File: src/rtl/sort_pkg.sv
// Shared types for the 9-nibble sorter datapath: the frame loader and the sorter FSM both import this.
package sort_pkg;
  localparam int W  = 4;
  localparam int N  = 9;
  localparam int CW = $clog2(N + 1);

  typedef logic [W-1:0] nibble_t;

  typedef enum logic [1:0] {
    IDLE = 2'd0,
    FILL = 2'd1,
    HOLD = 2'd2
  } ldr_state_t;
endpackage

File: src/rtl/sort_frame_loader_if.sv
// Bus between the sample producer / frame consumer (master) and the frame loader (slave).
// Optional frame_cnt signal present only when FRAME_CNT_EN is defined.
interface sort_frame_loader_if;
  import sort_pkg::*;

  // Sample handshake: a sample transfers on a clk edge where in_valid and in_ready are both 1.
  // in_data must be stable while in_valid is 1; in_ready never depends on in_valid.
  // Frame handshake: frame_out is stable while frame_valid is 1; frame_ack releases it.
  nibble_t          in_data;
  logic             in_valid;
  logic             in_ready;
  logic             flush;
  nibble_t          frame_out [N-1:0];
  logic             frame_valid;
  logic             frame_ack;
  logic [CW-1:0]    fill_level;
  ldr_state_t       state_dbg;
`ifdef FRAME_CNT_EN
  logic [7:0]       frame_cnt;
`endif

  modport master (
    output in_data, in_valid, flush, frame_ack,
    input  in_ready, frame_out, frame_valid, fill_level, state_dbg
`ifdef FRAME_CNT_EN
    , frame_cnt
`endif
  );

  modport slave (
    input  in_data, in_valid, flush, frame_ack,
    output in_ready, frame_out, frame_valid, fill_level, state_dbg
`ifdef FRAME_CNT_EN
    , frame_cnt
`endif
  );
endinterface

File: src/rtl/sort_frame_loader.sv
// Serial-to-parallel frame loader for the nibble sorter: collects N samples, holds them until acked.
// Define FRAME_CNT_EN to add an 8-bit wrapping count of acked frames.
module sort_frame_loader
  import sort_pkg::*;
(
  input  logic                clk,
  input  logic                rst,
  sort_frame_loader_if.slave  bus
);

  ldr_state_t     state_q, state_d;
  logic [CW-1:0]  fill_q, fill_d;
  nibble_t        frame_q [N-1:0];
  nibble_t        frame_d [N-1:0];
  logic           in_ready_q, in_ready_d;
  logic           frame_valid_q, frame_valid_d;
  logic [CW-1:0]  wr_idx;
  logic           accept;
`ifdef FRAME_CNT_EN
  logic [7:0]     cnt_q, cnt_d;
`endif

  // First sample of a frame lands in the top entry, so the frame reads out in arrival order from N-1 down.
  assign wr_idx = CW'(N - 1) - fill_q;
  assign accept = bus.in_valid & in_ready_q;

  always_comb begin
    state_d = state_q;
    fill_d  = fill_q;
    frame_d = frame_q;
`ifdef FRAME_CNT_EN
    cnt_d   = cnt_q;
`endif
    unique case (state_q)
      IDLE: state_d = FILL;
      FILL: begin
        if (bus.flush) begin
          fill_d = '0;
        end else if (accept) begin
          frame_d[wr_idx] = bus.in_data;
          fill_d          = fill_q + CW'(1);
          if (fill_q == CW'(N - 1)) state_d = HOLD;
        end
      end
      HOLD: begin
        if (bus.flush) begin
          state_d = FILL;
          fill_d  = '0;
        end else if (bus.frame_ack) begin
          state_d = FILL;
          fill_d  = '0;
`ifdef FRAME_CNT_EN
          cnt_d   = cnt_q + 8'd1;
`endif
        end
      end
      default: state_d = IDLE;
    endcase
    in_ready_d    = (state_d == FILL);
    frame_valid_d = (state_d == HOLD);
  end

  always_ff @(posedge clk or negedge rst) begin
    if (!rst) begin
      state_q       <= IDLE;
      fill_q        <= '0;
      frame_q       <= '{default: '0};
      in_ready_q    <= 1'b0;
      frame_valid_q <= 1'b0;
    end else begin
      state_q       <= state_d;
      fill_q        <= fill_d;
      frame_q       <= frame_d;
      in_ready_q    <= in_ready_d;
      frame_valid_q <= frame_valid_d;
    end
  end

`ifdef FRAME_CNT_EN
  always_ff @(posedge clk or negedge rst) begin
    if (!rst) cnt_q <= '0;
    else      cnt_q <= cnt_d;
  end
  assign bus.frame_cnt = cnt_q;
`endif

  assign bus.in_ready    = in_ready_q;
  assign bus.frame_valid = frame_valid_q;
  assign bus.fill_level  = fill_q;
  assign bus.frame_out   = frame_q;
  assign bus.state_dbg   = state_q;

endmodule

File: src/flat_wrapper.sv
// flat-port wrapper written by rule: the top's interface ports become plain ports
module sort_frame_loader_flat import sort_pkg::*;
  (clk, rst, bus_in_data, bus_in_valid, bus_flush, bus_frame_ack, bus_in_ready, bus_frame_out, bus_frame_valid, bus_fill_level, bus_state_dbg);
  sort_frame_loader_if bus_i ();
  input  logic clk;
  input  logic rst;
  input wire logic [$bits(bus_i.in_data)-1:0] bus_in_data;
  input wire logic [$bits(bus_i.in_valid)-1:0] bus_in_valid;
  input wire logic [$bits(bus_i.flush)-1:0] bus_flush;
  input wire logic [$bits(bus_i.frame_ack)-1:0] bus_frame_ack;
  output wire logic [$bits(bus_i.in_ready)-1:0] bus_in_ready;
  output wire logic [$bits(bus_i.frame_out)-1:0] bus_frame_out;
  output wire logic [$bits(bus_i.frame_valid)-1:0] bus_frame_valid;
  output wire logic [$bits(bus_i.fill_level)-1:0] bus_fill_level;
  output wire logic [$bits(bus_i.state_dbg)-1:0] bus_state_dbg;
  assign bus_i.in_data = bus_in_data;
  assign bus_i.in_valid = bus_in_valid;
  assign bus_i.flush = bus_flush;
  assign bus_i.frame_ack = bus_frame_ack;
  assign bus_in_ready = bus_i.in_ready;
  assign bus_frame_out = {>>{bus_i.frame_out}};
  assign bus_frame_valid = bus_i.frame_valid;
  assign bus_fill_level = bus_i.fill_level;
  assign bus_state_dbg = bus_i.state_dbg;
  sort_frame_loader u_core (.clk(clk), .rst(rst), .bus(bus_i));
endmodule
File: config.mk
export PLATFORM = sky130hd
export DESIGN_NAME = sort_frame_loader_flat
export DESIGN_NICKNAME = d
export VERILOG_FILES = /design/src/rtl/sort_pkg.sv /design/src/rtl/sort_frame_loader_if.sv /design/src/rtl/sort_frame_loader.sv /design/src/flat_wrapper.sv
export SDC_FILE = /design/constraint.sdc
export NUM_CORES = 1
export LEC_CHECK = 0
export BUFFER_PORTS_ARGS = -buffer_cell sky130_fd_sc_hd__buf_2
export CORE_UTILIZATION = 49
export CTS_BUF_LIST = sky130_fd_sc_hd__clkbuf_8
export CTS_CLUSTER_DIAMETER = 100
export DETAILED_ROUTE_END_ITERATION = 10
export GPL_ROUTABILITY_DRIVEN = 0
export GPL_TIMING_DRIVEN = 0
export PLACE_DENSITY = 0.86
export SLEW_MARGIN = 25
export SYNTH_ARGS = -nofsm -noshare
export SYNTH_HDL_FRONTEND = slang
export SYNTH_SLANG_ARGS = --single-unit
export TNS_END_PERCENT = 5
File: constraint.sdc
create_clock -name clk -period 1.7 [get_ports clk]
set_input_delay 0.255 -clock clk [delete_from_list [all_inputs] [get_ports clk]]
set_output_delay 0.255 -clock clk [all_outputs]
set_load 0.02 [all_outputs]
==> results.md, run 1 <==
- The analysis attributes to net switching a power of 2.00 mW.
- The leading register cell type out of synthesis is dfrtp_1.
- The cell area that synthesis handed to floorplanning was 2020 µm².
- The fraction of layout instances using a drive strength above 1 is 61.5%.
- The post-synthesis net count is 175.
- Across the VDD grid, the largest voltage drop is 0.000839 V.
- The run finished, with violations left.
- The critical path is of the flip-flop to flip-flop type.
- The setup slack on the worst flop-to-flop path is -0.06 ns.
- The effective utilization at floorplan is 53.3%.
- The top cell type's share of synthesized area is 54.4%.
- Summed over all instances, the cell type with the most area after synthesis is dfrtp_1.
- The worst endpoint data arrival time is 1.95 ns.
- Yosys mapped a number of flops with a built-in enable equal to 0.
- The cell-internal power is 3.05 mW.
- Synthesis inferred 44 register bits.
- The final wirelength is 4460 µm.
- The first global-routing pass estimated 7070 µm of wire.
- The mean instance size in the synthesized netlist is 12.9 µm².
- In this run the deepest clock path goes through 2 buffers.
- The count of nets left with antenna violations once routing finished came out at 0.
- The insertion delay to the later sink of the worst-skew pair is 0.29 ns.
- Setup repair after global routing could not meet its margin everywhere.
- The routed layout has 1483 vias.
- The total iterations of the first detailed-routing run is 4.
- The worst pin sits at a relative slew slack of 63.6%.
- The share of async-settable or async-resettable flops after synthesis is 100%.
- The sum of net half-perimeters after detailed placement is 2870 µm.
- Setup slack on the critical path of the routed design comes to -0.0616 ns.
- The number of hold violations in the final report is 0.
- For this design the top-level I/O count stands at 53.
- The maximum fanout encountered on the critical timing path is 4.
- The final setup violation count is 36.
- The number of nets in the layout is 244.
- The total global routing track utilization is 22.0%.
- The reported leakage power is 1.37 nW.
- Of the total power, registers draw 34.2%.
- In the routed design, unresolved DRC markers number 0.
- The checks that failed: setup timing.
- In this run, the combinational gates consume 47.4% of the power.
- Counting the fill cells in the layout gives 259.
- The horizontal die dimension is 66.3 µm.
- The clock input transition at the sequential cells of the worst setup and hold paths is 0.08 ns.
- TritonCTS built the clock tree.
- The sequential area share after synthesis is 54.4%.
- The min-delay analysis places its worst path in the category primary input to flip-flop.
- For the pin with the worst max-slew slack, the measured transition is 0.547 ns.
- Port buffering added 51 buffers.
- Once layout is complete, the cells apart from fillers number 274.
- The power density of the placed cells is 1860 nW/µm².
- The cell chosen for the clock root is clkbuf_8.
- The peak clock frequency supported by timing is 0.568 GHz.
- The relative contribution of the clock network to total power is 18.3%.
- The number of warnings issued by yosys is 0.
- STA classifies the critical path endpoint as a flip-flop.
- Synthesis produced a netlist whose cell count is 157.
- The diode insertion count for antenna repair is 0.
- The leftover overflow at the end of global routing is 0.
- The final worst hold slack is 0.173 ns.
- dfrtp_1 is the most common cell in the netlist.
- Compared with the post-synthesis result, the final layout area differs by 34.5%.
- Yosys attributes the largest share of cell area to dfrtp_1 (54%), mux2_2 (21%), ha_1 (5.6%).
- The via count of the first global-routing pass is 1449.
- The pin count of the biggest net entering global routing is 45.
- Sorting the synthesized cells by how often they occur yields dfrtp_1 (44), mux2_2 (37), nor2_1 (11), ha_1 (9), inv_1 (7).
- The depth of the CTS H-tree is 2.
- The floorplan die area is 4390 µm².
- The worst path in the final design needs a cycle of 1.76 ns, including I/O delays and setup.
- The number of buffers inserted during clock tree synthesis is 5.
- The clock drives 44 sinks.
- The height of the die is 66.3 µm.
- The total instance count after detailed placement is 256.
- STA classifies the critical path startpoint as a flip-flop.
- The worst clock skew is 0.00544 ns.
- The average wire per standard cell is 16.3 µm.
- After the first detailed-routing iteration, the DRC count stood at 75.
- The final worst-path cycle share is 104%.
- The distinct cell type count of the synthesized netlist is 31.
- After detailed routing, the number of vias per cell comes to 5.41.
- The number of rows created at floorplan is 22.
- The number of max-slew violations in the final report was 0.
- The required time of the worst setup path is 1.89 ns.
- The initial antenna violation count is 0.
- The proportion of total power due to net switching is 39.6%.
- The floorplan core area is 3800 µm².
- The number of max-cap violations is 0.
==> layer usage <==
layer / share of wire, % / up-vias / global-route usage, %
met5: 0 / - / 0
met4: 0.90 / 0 / 6.91
met3: 4.6 / 5 / 5.52
met2: 51 / 52 / 37.4
met1: 44 / 733 / 27.4
li1: - / 693 / -
==> cells by family (layout without fill, tap and decap cells) <==
family          Yosys count  in the layout  share of synthesized area [%]
flops                    44             44                           54.4
xor+xnor                  2              2                          0.866
compound gates           19             19                           6.68
mux                      37             37                           20.6
buf+inv                  10             79                           2.35
fa+ha+maj                 9              9                           5.57
simple gates             36             36                           9.52
==> worst max-delay path, stage by stage (launching register included) <==
cell and delay, ns:
dfrtp_2 0.41, inv_2 0.08, ha_4 0.12, and4b_2 0.29
nand2_1 0.19, nor2_4 0.21, mux2_2 0.35
==> per-stage QoR <==
stage	setup WS [ns]	power (mW)	TNS, ns	instance area, µm²	util (%)
4_1_cts	-0.0923	4.99	-0.517	2680	70.6
3_5_place_dp	-0.197	3.83	-6.37	2410	63.3
5_1_grt	-0.101	5.34	-2.90	2720	71.6
6_report	-0.0616	5.06	-1.23	2720	71.6
2_1_floorplan	-0.0873	3.17	-3.05	2090	-
3_3_place_gp	-0.183	3.77	-5.30	2410	63.3
==> state kept, by name (all words and copies together), names as in the netlist <==
| name | flops |
|---|---|
| u_core.bus.frame_out | 36 |
| u_core.bus.fill_level | 4 |
| u_core.bus.state_dbg | 2 |
| u_core.bus.frame_valid | 1 |
| u_core.bus.in_ready | 1 |
==> layout make-up <==
class	count	area, µm²	area share, %
multi-input cells	103	1030	37.7
plain buffers	3	27.5	1.01
clock buffers	5	68.8	2.53
flip-flops and latches	44	1110	40.6
clock inverters	2	60.1	2.21
inverters	7	28.8	1.06
well taps	48	60.1	2.21
repair buffers	62	343	12.6
==> worst paths after layout <==
kind | start | end | depth (start not counted)
setup / recovery | u_core.bus.state_dbg[1] | u_core.bus.frame_out[28] | 6
hold / removal | bus_flush | u_core.bus.fill_level[3] | 2
max in group asynchronous | rst | u_core.bus.state_dbg[0] | 2
min in group asynchronous | rst | u_core.bus.frame_out[35] | 2
hold reg to reg | u_core.bus.frame_out[34] | u_core.bus.frame_out[34] | 1
setup reg to reg | u_core.bus.state_dbg[1] | u_core.bus.frame_out[28] | 6
==> power groups by stage <==
stage	Combinational, mW	Sequential, mW	Clock [mW]
finish	2.40	1.73	0.926
global route	2.57	1.79	0.983
CTS	2.33	1.72	0.932
detailed placement	2.07	1.76	0
global placement	2.03	1.74	0
floorplan	0.941	2.23	0
==> cell usage in the layout (no fill, tap or decap), drive strengths merged <==
master and instances:
ha 9, o21a 3, nand3 1, buf 64, or3 3, a21o 1, o31ai 2, nor3 5
and3 1, a31oi 2, nor3b 1, a21oi 5, clkbuf 5, inv 7, or2 1, nor4bb 1
mux2 37, bufinv 2, o311ai 1, a41oi 1, nand2b 3, dfrtp 44, o21ai 2, nand2 7
xnor2 2, nor2 11, and4b 1, a31o 1, dlygate4sd3 1, a22o 1, and3b 1
==> repair_timing <==
item,CTS,global route
hold endpoints to repair,0,44
hold buffers,0,1
pin swaps,10,3
endpoints found under the setup margin,36,41
buffers inserted,8,2
gates resized for setup,19,5
Note: power is estimated with default switching activity, not from simulation.
==> run 2, diff against run 1 <==
--- a/config.mk
+++ b/config.mk
@@ -5,15 +5,16 @@
 export SDC_FILE = /design/constraint.sdc
 export NUM_CORES = 1
 export LEC_CHECK = 0
+export ABC_AREA = 1
 export BUFFER_PORTS_ARGS = -buffer_cell sky130_fd_sc_hd__buf_2
-export CORE_UTILIZATION = 49
+export CORE_UTILIZATION = 50
 export CTS_BUF_LIST = sky130_fd_sc_hd__clkbuf_8
 export CTS_CLUSTER_DIAMETER = 100
 export DETAILED_ROUTE_END_ITERATION = 10
 export GPL_ROUTABILITY_DRIVEN = 0
 export GPL_TIMING_DRIVEN = 0
 export PLACE_DENSITY = 0.86
-export SLEW_MARGIN = 25
+export SLEW_MARGIN = 20
 export SYNTH_ARGS = -nofsm -noshare
 export SYNTH_HDL_FRONTEND = slang
 export SYNTH_SLANG_ARGS = --single-unit
==> run 2 against run 1 <==
- the flow now finishes without violations
- sequential share of layout area fell by 0.86 points
- fmax rose by 8.5%
- combinational power rose by 20%
- register-to-register slack improved by 0.14 ns
- clock power fell by 9.9%
- clock skew rose by 0.0014 ns
- area after synthesis rose by 12%
- non-clock buffer count did not move
- die area rose by 9.0%
- critical path depth rose by 1
- sequential power barely moved
- critical path type unchanged
- critical endpoint is now u_core.bus.frame_out[17]
- highest routed layer unchanged
==> results.md, run 2 <==
- The most common cell after layout, fill and taps aside is nand2_1 (was buf_2).
- The peak clock frequency supported by timing is 0.616 GHz (was 0.568 GHz).
- The total chip power was 5.43 mW (was 5.06 mW).
- The worst-margin pin slew was 0.941 ns (was 0.547 ns).
- The average wire per standard cell is 13.8 µm (was 16.3 µm).
- The total instance count after detailed placement was 361 (was 256).
- The leftover overflow at the end of global routing was 0 (unchanged).
- The cell-internal power is 2.81 mW (was 3.05 mW).
- The sum of net half-perimeters after detailed placement came to 3490 µm (was 2870 µm).
- The final worst hold slack is 0.0836 ns (was 0.173 ns).
- The relative slew slack is 37.2% (was 63.6%).
- The number of nets in the layout is 340 (was 244).
- The distinct cell type count of the synthesized netlist came to 22 (was 31).
- The final standard cell area without fillers is 2770 µm² (was 2720 µm²).
- The maximum VDD drop is 0.000766 V (was 0.000839 V).
- The height of the die is 69.2 µm (was 66.3 µm).
- The power density of the placed cells is 1960 nW/µm² (was 1860 nW/µm²).
- The required time of the worst setup path is 1.90 ns (was 1.89 ns).
- The area of placed instances came to 2560 µm² (was 2410 µm²).
- The number of input and output port buffers inserted is 48 (was 51).
- The number of warnings issued by yosys came to 0 (unchanged).
- The reported leakage power is 1.55 nW (was 1.37 nW).
- The number of max-slew violations in the final report is 0 (unchanged).
- The sort of element at the end of the critical path is a flip-flop (unchanged).
- The floorplan die area was 4780 µm² (was 4390 µm²).
- The number of inserted filler cells in the final layout is 358 (was 259).
- The worst reg2reg path startpoint is u_core.bus.fill_level[0] (was u_core.bus.state_dbg[1]).
- The insertion delay to the later sink of the worst-skew pair is 0.31 ns (was 0.29 ns).
- The diode insertion count for antenna repair is 0 (unchanged).
- The pin count of the biggest net entering global routing is 45 (unchanged).
- The cell chosen for the clock root is clkbuf_8 (unchanged).
- The total of hold buffers inserted after clock tree synthesis is 0 (unchanged).
- The via density per instance is 5.32 (was 5.41).
- The cell type with the highest aggregate area in the netlist was dfrtp_1 (unchanged).
- The worst endpoint data arrival time is 1.82 ns (was 1.95 ns).
- The clock net sink count is 44 (unchanged).
- Status: completed (was finished with violations).
- The path category of the worst min-delay check is primary input to asynchronous set/reset pin (was primary input to flip-flop).
- The sequential power share came to 31.8% (was 34.2%).
- The leading register cell type out of synthesis is dfrtp_1 (unchanged).
- The number of flip-flops under the largest register name is 36 (unchanged).
- The clock tree buffer depth came to 2 (unchanged).
- The worst setup slack before clock tree synthesis is -0.0637 ns (was -0.197 ns).
- The post-route minimum period came to 1.62 ns (was 1.76 ns).
- The final worst-path cycle share is 95.5% (was 104%).
- The number of enable-type register cells in the synthesized netlist is 0 (unchanged).
- The number of rows created at floorplan is 24 (was 22).
- The kind of start point of the critical path is a flip-flop (unchanged).
- The detailed-route via count is 1995 (was 1483).
- The floorplan core area is 4350 µm² (was 3800 µm²).
- The number of DRC violations after detailed-routing iteration 0 came to 168 (was 75).
- The number of standard cells in the final layout excluding fillers is 375 (was 274).
- Largest cells by area after synthesis: dfrtp_1 (49%), nand2_1 (16%), nand4_1 (8.3%) (was dfrtp_1 (54%), mux2_2 (21%), ha_1 (5.6%)).
- The share of async-settable or async-resettable flops after synthesis came to 100% (unchanged).
- The flip-flop and latch count after synthesis was 44 (unchanged).
- The mean instance size in the synthesized netlist is 8.64 µm² (was 12.9 µm²).
- The first-pass GRT wire length is 8140 µm (was 7070 µm).
- The final setup violation count is 0 (was 36).
- The clock input transition at the sequential cells of the worst setup and hold paths came to 0.09 ns (was 0.08 ns).
- The relative contribution of the clock network to total power is 15.4% (was 18.3%).
- The sequential area share after synthesis came to 48.8% (was 54.4%).
- The end-of-flow core utilization is 63.7% (was 71.6%).
- The post-synthesis net count is 279 (was 175).
- The number of max-cap violations is 0 (unchanged).
- The number of hold violations in the final report was 0 (unchanged).
- The depth of the CTS H-tree is 2 (unchanged).
- The fraction of layout instances using a drive strength above 1 is 32.5% (was 61.5%).
- Commonest cells after routing, fill and taps aside: nand2_1 (95), buf_2 (52), dfrtp_1 (42) (was buf_2 (51), dfrtp_1 (40), mux2_2 (36)).
- The final worst setup slack is 0.0763 ns (was -0.0616 ns).
- The number of cells produced by synthesis is 261 (was 157).
- The most repeated cell in the gate-level netlist after synthesis is nand2_1 (was dfrtp_1).
- The total global routing track utilization is 21.5% (was 22.0%).
- The top-level port count is 53 (unchanged).
- The TritonCTS clock tree is done (unchanged).
- The final routed DRC violation total is 0 (unchanged).
- Commonest cells in the netlist: nand2_1 (95), dfrtp_1 (44), nand4_1 (30), nand3_1 (16), inv_1 (14) (was dfrtp_1 (44), mux2_2 (37), nor2_1 (11), ha_1 (9), inv_1 (7)).
- The startpoint-to-endpoint class of the critical path is flip-flop to flip-flop (unchanged).
- The total negative slack for setup checks is 0 ns (was -1.23 ns).
- The initial antenna violation count came to 0 (unchanged).
- The remaining antenna violation count is 0 (unchanged).
- The worst clock skew was 0.00685 ns (was 0.00544 ns).
- The origin of the worst setup path is u_core.bus.fill_level[0] (was u_core.bus.state_dbg[1]).
- The fraction of power consumed by combinational cells came to 52.8% (was 47.4%).
- The layout overhead on the synthesized area is 23.0% (was 34.5%).
- The horizontal die dimension is 69.2 µm (was 66.3 µm).
- The top cell type's share of synthesized area came to 48.8% (was 54.4%).
- The effective utilization at floorplan is 51.8% (was 53.3%).
- The net switching power is 2.62 mW (was 2.00 mW).
- The synthesized area is 2260 µm² (was 2020 µm²).
- The total iterations of the first detailed-routing run came to 4 (unchanged).
- The final wirelength is 5170 µm (was 4460 µm).
- The number of buffers inserted during clock tree synthesis is 5 (unchanged).
- The proportion of total power due to net switching was 48.3% (was 39.6%).
- The via count of the first global-routing pass was 1834 (was 1449).
- The maximum fanout encountered on the critical timing path is 7 (was 4).
## run 2: cell types whose count changed after synthesis, moves of 4 or more
cell,previous run,this run
a21oi_1,5,1
clkbuf_1,0,4
inv_1,7,14
inv_2,0,7
mux2_2,37,0
nand2_1,6,95
nand3_1,1,16
nand3_2,0,7
nand4_1,0,30
nor3_1,5,0
## run 2: cell type report
cell class                 count  area, µm²  area share [%]
clock inverter                 3       46.3            1.67
sequential                    44       1100            39.8
inverter                      21       78.8            2.84
buffer                        12       80.1            2.89
timing repair buffer          53        290            10.5
multi-input combinational    185       1040            37.5
tap                           52       65.1            2.35
clock buffer                   5       68.8            2.48
## run 2: what timing repair did
action,CTS,global route
setup endpoints to repair,36,37
gates resized for setup,4,7
pin swaps,1,4
cloned,0,1
setup buffers,0,5
## run 2: cell families (layout without fill, tap and decap cells)
family | count (synthesis) | count (layout) | synth area share, %
simple gates | 170 | 171 | 37.7
flops | 44 | 44 | 48.8
buf+inv | 33 | 94 | 6.88
fa+ha+maj | 9 | 9 | 4.99
compound gates | 4 | 4 | 0.887
xor+xnor | 1 | 1 | 0.721
## run 2: final timing paths
path                            cells past startpoint                        to  slack (ns)
worst max-delay path                                7  u_core.bus.frame_out[17]        0.08
worst min-delay path                                1   u_core.bus.frame_out[9]        0.08
worst max register to register                      7  u_core.bus.frame_out[17]        0.08
worst min register to register                      2  u_core.bus.frame_out[27]        0.48
max in group asynchronous                           1  u_core.bus.fill_level[1]        0.97
min in group clk                                    4  u_core.bus.fill_level[3]        0.29
## run 2: power groups by stage
stage	logic [mW]	registers [mW]	clock network (mW)
6_report	2.87	1.73	0.834
5_1_grt	3.13	1.78	0.877
4_1_cts	2.76	1.73	0.836
3_5_place_dp	2.72	1.74	0
3_3_place_gp	2.65	1.72	0
2_1_floorplan	1.46	2.21	0
## run 2: layer usage
metal / vias up / GRT usage, % / routed length [µm] / part of all wire [%]
li1: 968 / - / - / -
met1: 959 / 26.3 / 2130 / 41
met2: 62 / 36.9 / 2670 / 52
met3: 6 / 5.52 / 300 / 5.8
met4: 0 / 7.48 / 68 / 1.3
met5: - / 0 / 0 / 0
## run 2: critical path, stage by stage, from the launching register on
cell,delay [ns]
dfrtp_2,0.46
inv_2,0.15
ha_1,0.20
inv_1,0.05
nor3_2,0.33
nand3_2,0.16
nand2_1,0.10
nand2_1,0.06
==> run 3, diff against run 2 <==
==> constraint.sdc (replaced) <==
create_clock -name clk -period 1.35 [get_ports clk]
set_input_delay 0.2025 -clock clk [delete_from_list [all_inputs] [get_ports clk]]
set_output_delay 0.2025 -clock clk [all_outputs]
set_load 0.02 [all_outputs]
==> run 3 against run 2 <==
- the flow now finishes with violations (setup timing)
- via count increased by 9.3%
- count of clock-buffer cells in the layout increased by 1
- global-route usage increased by 2.9 points
- register-to-register slack got worse by 0.25 ns
- fmax increased by 6.5%
- combinational power increased by 64%
- first-iteration DRC count increased by 44%
- setup slack got worse by 0.25 ns
- power increased by 46%
- core utilization increased by 8.7 points
- sequential power increased by 24%
- largest power group unchanged
- highest routed layer unchanged
==> results.md, run 3 (synthesis results as in run 2) <==
- The total iterations of the first detailed-routing run is 5 (was 4).
- The worst setup slack before clock tree synthesis is -0.289 ns (was -0.0637 ns).
- The worst clock skew is 0.0119 ns (was 0.00685 ns).
- The worst endpoint data arrival time is 1.76 ns (was 1.82 ns).
- Status: finished with violations (was completed).
- The post-route minimum period is 1.52 ns (was 1.62 ns).
- The peak clock frequency supported by timing is 0.656 GHz (was 0.616 GHz).
- The final routed DRC violation total is 0 (unchanged).
- The insertion delay to the later sink of the worst-skew pair is 0.30 ns (was 0.31 ns).
- The number of flip-flops under the largest register name came to 36 (unchanged).
- The number of nets in the layout is 355 (was 340).
- The fraction of layout instances using a drive strength above 1 is 40.8% (was 32.5%).
- The number of max-cap violations is 0 (unchanged).
- The most common cell after layout, fill and taps aside is nand2_1 (unchanged).
- The leftover overflow at the end of global routing is 0 (unchanged).
- The number of rows created at floorplan is 24 (unchanged).
- The cell chosen for the clock root is clkbuf_8 (unchanged).
- The final standard cell area without fillers is 3150 µm² (was 2770 µm²).
- The horizontal die dimension is 69.2 µm (unchanged).
- The final reports fail on setup timing.
- The final setup violation count is 38 (was 0).
- The number of hold violations in the final report is 0 (unchanged).
- The sum of net half-perimeters after detailed placement is 3410 µm (was 3490 µm).
- The via count of the first global-routing pass is 2063 (was 1834).
- The path category of the worst min-delay check is primary input to asynchronous set/reset pin (unchanged).
- The number of buffers inserted during clock tree synthesis is 5 (unchanged).
- The total global routing track utilization is 24.4% (was 21.5%).
- The number of input and output port buffers inserted is 48 (unchanged).
- The number of max-slew violations in the final report came to 0 (unchanged).
- The floorplan die area is 4780 µm² (unchanged).
- The worst-margin pin slew is 0.938 ns (was 0.941 ns).
- The clock tree buffer depth came to 2 (unchanged).
- The relative slew slack is 37.5% (was 37.2%).
- The number of DRC violations after detailed-routing iteration 0 is 242 (was 168).
- The effective utilization at floorplan is 51.8% (unchanged).
- The maximum fanout encountered on the critical timing path is 5 (was 7).
- The total of hold buffers inserted after clock tree synthesis came to 0 (unchanged).
- The end-of-flow core utilization is 72.4% (was 63.7%).
- The height of the die is 69.2 µm (unchanged).
- The total chip power is 7.92 mW (was 5.43 mW).
- The average wire per standard cell was 15.5 µm (was 13.8 µm).
- Commonest cells after routing, fill and taps aside: nand2_1 (89), buf_2 (47), dfrtp_1 (40) (was nand2_1 (95), buf_2 (52), dfrtp_1 (42)).
- The pin count of the biggest net entering global routing is 45 (unchanged).
- The required time of the worst setup path is 1.59 ns (was 1.90 ns).
- The floorplan core area is 4350 µm² (unchanged).
- The diode insertion count for antenna repair came to 0 (unchanged).
- The final wirelength is 6040 µm (was 5170 µm).
- The maximum VDD drop is 0.00142 V (was 0.000766 V).
- The reported leakage power is 1.67 nW (was 1.55 nW).
- The final worst hold slack is 0.0375 ns (was 0.0836 ns).
- The initial antenna violation count was 0 (unchanged).
- The cell depth of the worst flop-to-flop path came to 7 (unchanged).
- The startpoint-to-endpoint class of the critical path is flip-flop to flip-flop (unchanged).
- The kind of start point of the critical path is a flip-flop (unchanged).
- The depth of the CTS H-tree was 2 (unchanged).
- The remaining antenna violation count is 0 (unchanged).
- The layout overhead on the synthesized area is 39.7% (was 23.0%).
- The area of placed instances is 2610 µm² (was 2560 µm²).
- The clock net sink count is 44 (unchanged).
- The via density per instance came to 5.59 (was 5.32).
- The first-pass GRT wire length is 9370 µm (was 8140 µm).
- The detailed-route via count is 2181 (was 1995).
- The top-level port count is 53 (unchanged).
- The power density of the placed cells is 2510 nW/µm² (was 1960 nW/µm²).
- The clock input transition at the sequential cells of the worst setup and hold paths is 0.08 ns (was 0.09 ns).
- The final worst-path cycle share was 113% (was 95.5%).
- The TritonCTS clock tree is done (unchanged).
- The final worst setup slack is -0.175 ns (was 0.0763 ns).
- Setup repair after global routing could not meet its margin everywhere.
- The sort of element at the end of the critical path is a flip-flop (unchanged).
[run 3: cell types whose count changed in the layout (fill, tap and decap cells not counted), moves of 4 or more]
| cell | change |
|---|---|
| nand2_2 | +5 |
| buf_2 | -5 |
| nand3_4 | +6 |
| nand2_1 | -6 |
| buf_6 | +8 |
| nor2_4 | +4 |
| buf_4 | +7 |
[run 3: worst max-delay path, stage by stage (launching register included)]
cell and delay (ns):
dfrtp_2 0.45, inv_4 0.09, ha_1 0.16, inv_2 0.06, nor3_4 0.29, buf_4 0.20
nand4_1 0.12, nand2_1 0.11
[run 3: cell type report]
type | count | area (µm²)
Tap cell | 52 | 65.1
Buffer | 12 | 98.8
Inverter | 21 | 83.8
Timing Repair Buffer | 68 | 477
Sequential cell | 44 | 1110
Clock inverter | 2 | 38.8
Clock buffer | 6 | 82.6
Fill cell | 308 | 1200
Multi-Input combinational cell | 185 | 1200
[run 3: per-layer routing]
metal  vias up  share of wire (%)  GRT usage [%]
met5         -                  0              0
met4         0                2.4           9.98
met3        19                6.5           4.80
met2       110                 52           42.1
met1      1043                 39           29.9
li1       1009                  -              -
[run 3: power by group]
group	internal [mW]	switching [mW]	total (mW)
logic	1.71	2.99	4.70
clock network	0.605	0.460	1.07
registers	1.83	0.325	2.15
total	4.14	3.78	7.92
[run 3: per-stage QoR]
step / setup TNS, ns / cells
floorplan: -4.62 / 261
global placement: -7.05 / 361
detailed placement: -7.96 / 361
CTS: -2.88 / 385
global route: -8.04 / 390
finish: -4.76 / 390
[run 3: worst paths after layout]
check	slack [ns]	endpoint	start
setup / recovery	-0.17	u_core.bus.frame_out[31]	u_core.bus.fill_level[1]
hold / removal	0.04	u_core.bus.frame_out[2]	rst
setup reg to reg	-0.17	u_core.bus.frame_out[31]	u_core.bus.fill_level[1]
hold reg to reg	0.47	u_core.bus.frame_out[2]	u_core.bus.frame_out[2]
max in group asynchronous	0.67	u_core.bus.state_dbg[1]	rst
min in group clk	0.24	u_core.bus.fill_level[3]	bus_flush
[run 3: repair_timing]
action | in CTS | in global routing
setup buffers | 13 | 4
setup endpoints to repair | 44 | 44
resized for setup | 19 | 34
cloned | 3 | 1
pin swaps | 20 | 14
